$ cat config.mk
export PLATFORM = sky130hd
export DESIGN_NAME = adder_8bit
export DESIGN_NICKNAME = d
export VERILOG_FILES = /design/src/rtl/adder_8bit_pkg.sv /design/src/rtl/adder_8bit_full_adder.sv /design/src/rtl/adder_8bit.sv
export SDC_FILE = /design/constraint.sdc
export NUM_CORES = 1
export LEC_CHECK = 0
export BUFFER_PORTS_ARGS = -buffer_cell sky130_fd_sc_hd__buf_2
export CAP_MARGIN = 40
export CORE_AREA = 10 10 47 49
export CTS_CLUSTER_DIAMETER = 150
export DETAILED_ROUTE_END_ITERATION = 12
export DIE_AREA = 0 0 57 59
export SLEW_MARGIN = 20
export SYNTH_ARGS = -nofsm -noshare
export SYNTH_HDL_FRONTEND = slang
export SYNTH_SLANG_ARGS = --single-unit
$ cat constraint.sdc
create_clock -name clk -period 11.9 [get_ports clk]
set_input_delay 2.38 -clock clk [delete_from_list [all_inputs] [get_ports clk]]
set_output_delay 2.38 -clock clk [all_outputs]
set_load 0.02 [all_outputs]
$ cat src/rtl/adder_8bit_pkg.sv
// adder_8bit_pkg: shared width constant for the registered adder
package adder_8bit_pkg;
  localparam int ADDER_WIDTH = 8;
endpackage

$ cat src/rtl/adder_8bit_full_adder.sv
// full_adder: single-bit combinational full adder, one ripple stage
module full_adder (
  input  logic a,
  input  logic b,
  input  logic cin,
  output logic sum,
  output logic cout
);
  assign sum  = a ^ b ^ cin;
  assign cout = (a & b) | (cin & (a ^ b));
endmodule

$ cat src/rtl/adder_8bit.sv
// adder_8bit: ripple-carry adder with carry-in, sum and carry-out registered one cycle
module adder_8bit
  import adder_8bit_pkg::*;
#(
  parameter int WIDTH = ADDER_WIDTH
) (
  input  logic             clk,
  input  logic             rst,
  input  logic [WIDTH-1:0] a,
  input  logic [WIDTH-1:0] b,
  input  logic             c,
  output logic [WIDTH-1:0] s,
  output logic             co
);
  logic [WIDTH:0]   carry;
  logic [WIDTH-1:0] sum;
  assign carry[0] = c;
  for (genvar i = 0; i < WIDTH; i++) begin : g_fa
    full_adder u_fa (
      .a   (a[i]),
      .b   (b[i]),
      .cin (carry[i]),
      .sum (sum[i]),
      .cout(carry[i+1])
    );
  end
  always_ff @(posedge clk)
    if (rst) {co, s} <= '0;
    else     {co, s} <= {carry[WIDTH], sum};
endmodule

Yosys cells after proc, flatten, opt, wreduce, memory -nomap -nowiden:

Cells that the tools add are included.

* bitwise logic cells: 40

Operators with widths (count)
* $and 1x1->1: 16
* $xor 1x1->1: 16
* $or 1x1->1: 8

* register bits: 9
* logic and storage cells: 42

Logic depth before layout (Yosys ltp):

* word-level depth: 17
* mapped depth: 12
* mapped depth without buffers: 12

By module:

From an unflattened synthesis, not the netlist that was laid out.

* cells, all modules: 26
* area, all modules: 396.6 µm²

Modules (own cells, without submodules)
* adder_8bit: times used 1, cells an instance 18, area each 236.5 µm²
* full_adder: times used 8, cells an instance 1, area each 20.0 µm²

Least setup slack after synthesis:

No wires, ideal clock.

* path kind: input port to flip-flop
* from: in a[0]
* to: reg s[7]
* setup time: 64 ps
* data arrival time: 5431 ps
* data required time: 11836 ps
* slack: 6404 ps
* stages on the path: 12
* buffers on the path: 0
* cell sequence: inv_1 fa_1 inv_1 fa_1 fa_1 fa_1 fa_1 fa_1 fa_1 inv_1 fa_1 nor2_1

* cells in the longest elaborated chain, start to end: 16
* elaborated cells on any way between the ends: 17

Ends and longest elaborated chain
* from (decl): line adder_8bit.sv:9 `input logic [WIDTH-1:0] a,`
* $xor 1x1->1: line adder_8bit_full_adder.sv:10 `assign cout = (a & b) | (cin & (a ^ b));`
* $and 1x1->1: line adder_8bit_full_adder.sv:10
* $or 1x1->1 *: line adder_8bit_full_adder.sv:10
* $and 1x1->1 *: line adder_8bit_full_adder.sv:10
* $or 1x1->1 *: line adder_8bit_full_adder.sv:10
* $and 1x1->1 *: line adder_8bit_full_adder.sv:10
* $or 1x1->1 *: line adder_8bit_full_adder.sv:10
* $and 1x1->1 *: line adder_8bit_full_adder.sv:10
* $or 1x1->1 *: line adder_8bit_full_adder.sv:10
* $and 1x1->1 *: line adder_8bit_full_adder.sv:10
* $or 1x1->1 *: line adder_8bit_full_adder.sv:10
* $and 1x1->1 *: line adder_8bit_full_adder.sv:10
* $or 1x1->1 *: line adder_8bit_full_adder.sv:10
* $and 1x1->1 *: line adder_8bit_full_adder.sv:10
* $or 1x1->1 *: line adder_8bit_full_adder.sv:10
* $xor 1x1->1 *: line adder_8bit_full_adder.sv:9 `assign sum = a ^ b ^ cin;`
* to (signal assigned): line adder_8bit.sv:29 `else {co, s} <= {carry[WIDTH], sum};`
* to (decl): line adder_8bit.sv:12 `output logic [WIDTH-1:0] s,`

Every way passes the cells marked *; elsewhere a longest branch is shown, timed or not.
A chain may end at the register's enable or synchronous reset.

Worst setup path in the final report:

Ends and elaborated chain as after synthesis.

==> impl_results.md <==
- GPL Wtd Cong: 0.627
- Starting Density: 0.296
- Congestion Overflow GR: 0
- Synth cell count leaders: 9 x dfxtp_1, 8 x fa_1, 7 x inv_1
- CTS Hold Bufs: 0
- Top cells by area, synth: dfxtp_1 43%, fa_1 39%, nor2b_1 9.0%
- Synth top area share: 0.434
- Post-synth EDFFs: 0
- CTS sink cnt: 9
- Required @ worst endpoint: 12090 ps
- FMAX: 183 MHz
- RSZ-0062 raised after global routing: no
- Routed vias: 316
- Yosys Warn Count: 0
- Pin count of the biggest net entering global routing: 10
- Die height: 59 um
- Antenna diodes: 0
- Initial antenna violation count: 0
- WS Path Type: primary input to flip-flop
- Routed len/inst: about 11 um
- Period utilisation layout: 0.459
- Post_cts resized: 0
- Clk root buf: clkbuf_4
- Nets: 92
- Post-synth ARST share: 0
- Num rows: 14
- Worst rel slew slack: 0.899
- Total negative slack: 0 ps
- Area grow syn2layout: 43.7%
- Clock period minus worst slack: about 5500 ps
- Routed Antenna Nets: 0
- Post-DP HPWL: 796 um
- Seq cells post-synth: 9
- Syn nets: 60
- Total GRT Usage: 0.0622
- Main synth FF type: dfxtp_1
- DRC errors left: 0
- Largest area contributor in the netlist: dfxtp_1
- CTS clk-pin slew, worst paths: 60 ps
- Vias in the first global route: slightly below 400
- Top-count cell post-synth: dfxtp_1
- Setup violations, final: 0
- Initial DRC Count: 3
- CTS tree: built
- Vias per std cell: around 4.0
- CP Max Fanout: 1
- Register area share after synthesis: 0.434
- First-pass GRT wire length: 1590 um
- Status: complete, no violations
- Die width: 57 um
- Critical Path AT: 5650 ps
- Worst-case vdd ir drop: 0.0000406 V
- Max Cap Viol: 0
- Number of port buffers: 27
- Actual slew at the worst max-slew pin: ~150 ps
- Slew Viols, Final: 0
- Post-Synthesis Cells: 33
- Startpoint types: primary input
- CTS buffer count: 3
- Ports: 28
- Drt pass-1 iters: 2
- Mapped Area: 415 um2
- Hold Vio Cnt, Final: 0
- Total Wirelength: 902 um
- P per Cell Area: 129 nW/um2
- Worst setup EP type: flip-flop
- Syn_area_per_cell: 12.6 um2
- Die area: 3360 um2
- Post-CTS Setup Inserts: 0
- Lkg Pwr: 0.000318 uW
- Clk buf depth: 2
- Yosys cell types: 5
- Power Total: around 77 uW
- Worst min path class: primary input to flip-flop
- Core area: 1400 um2
- Layout cells sized above 1: 0.469
- H-tree depth: 1
- Fillers: 144
## layer usage
metal	wire length [um]	GRT usage
met3	41	0.0193
met2	514	0.113
met5	0	0
met1	320	0.0484
met4	25	0.0705
## cells by family after synthesis
kind of cell             synth area share
adder cells (fa/ha/maj)             0.386
buffers and inverters              0.0633
flip-flops                          0.434
AND/OR/NAND/NOR                     0.117
## cell usage in the layout (no fill, tap or decap), drive strengths merged
master,Yosys,layout
buf,0,27
inv,7,7
fa,8,8
dfxtp,9,9
nor2,3,3
clkbuf,0,4
nor2b,6,6
## where the power goes
group / internal [uW] / switching, uW
registers: 33.8 / 0.634
clock network: 12.9 / 9.61
logic: 8.94 / 11.4
## critical path, cell delays in order
cell and delay, ps:
buf_2 100, inv_1 70, fa_1 160, inv_1 50, fa_1 370, fa_1 390, fa_1 400, fa_1 390
fa_1 390, fa_1 370, inv_1 70, fa_1 400, nor2_1 110
## metrics by stage
| stage | cell area, um2 | hold slack [ps] | cells | utilization | setup slack [ps] |
|---|---|---|---|---|---|
| CTS | 597 | 2390 | 80 | 0.426 | 6440 |
| detailed placement | 571 | 2660 | 76 | 0.407 | 6170 |
| floorplan | 415 | 2450 | 33 | - | 6400 |
| finish | 597 | 2390 | 80 | 0.426 | 6440 |
| global route | 597 | 2390 | 80 | 0.426 | 6270 |
| global placement | 571 | 2650 | 76 | 0.407 | 6210 |
## worst paths after layout
check,startpoint,endpoint,slack (ps),cells past startpoint
max,a[0],s[7],6440,13
min,rst,s[7],2390,2
## flip-flops by register name (all words and copies together) (netlist names)
signal  cells
co          1
s           8
## area by class of cell
cell class	count	area [um2]	share of cell area
inverter	7	26.3	0.0440
sequential	9	180	0.302
clock buffer	4	26.3	0.0440
tap	16	20.0	0.0335
timing repair buffer	27	135	0.226
multi-input combinational	17	209	0.350
Note: power is estimated with default switching activity, not from simulation.
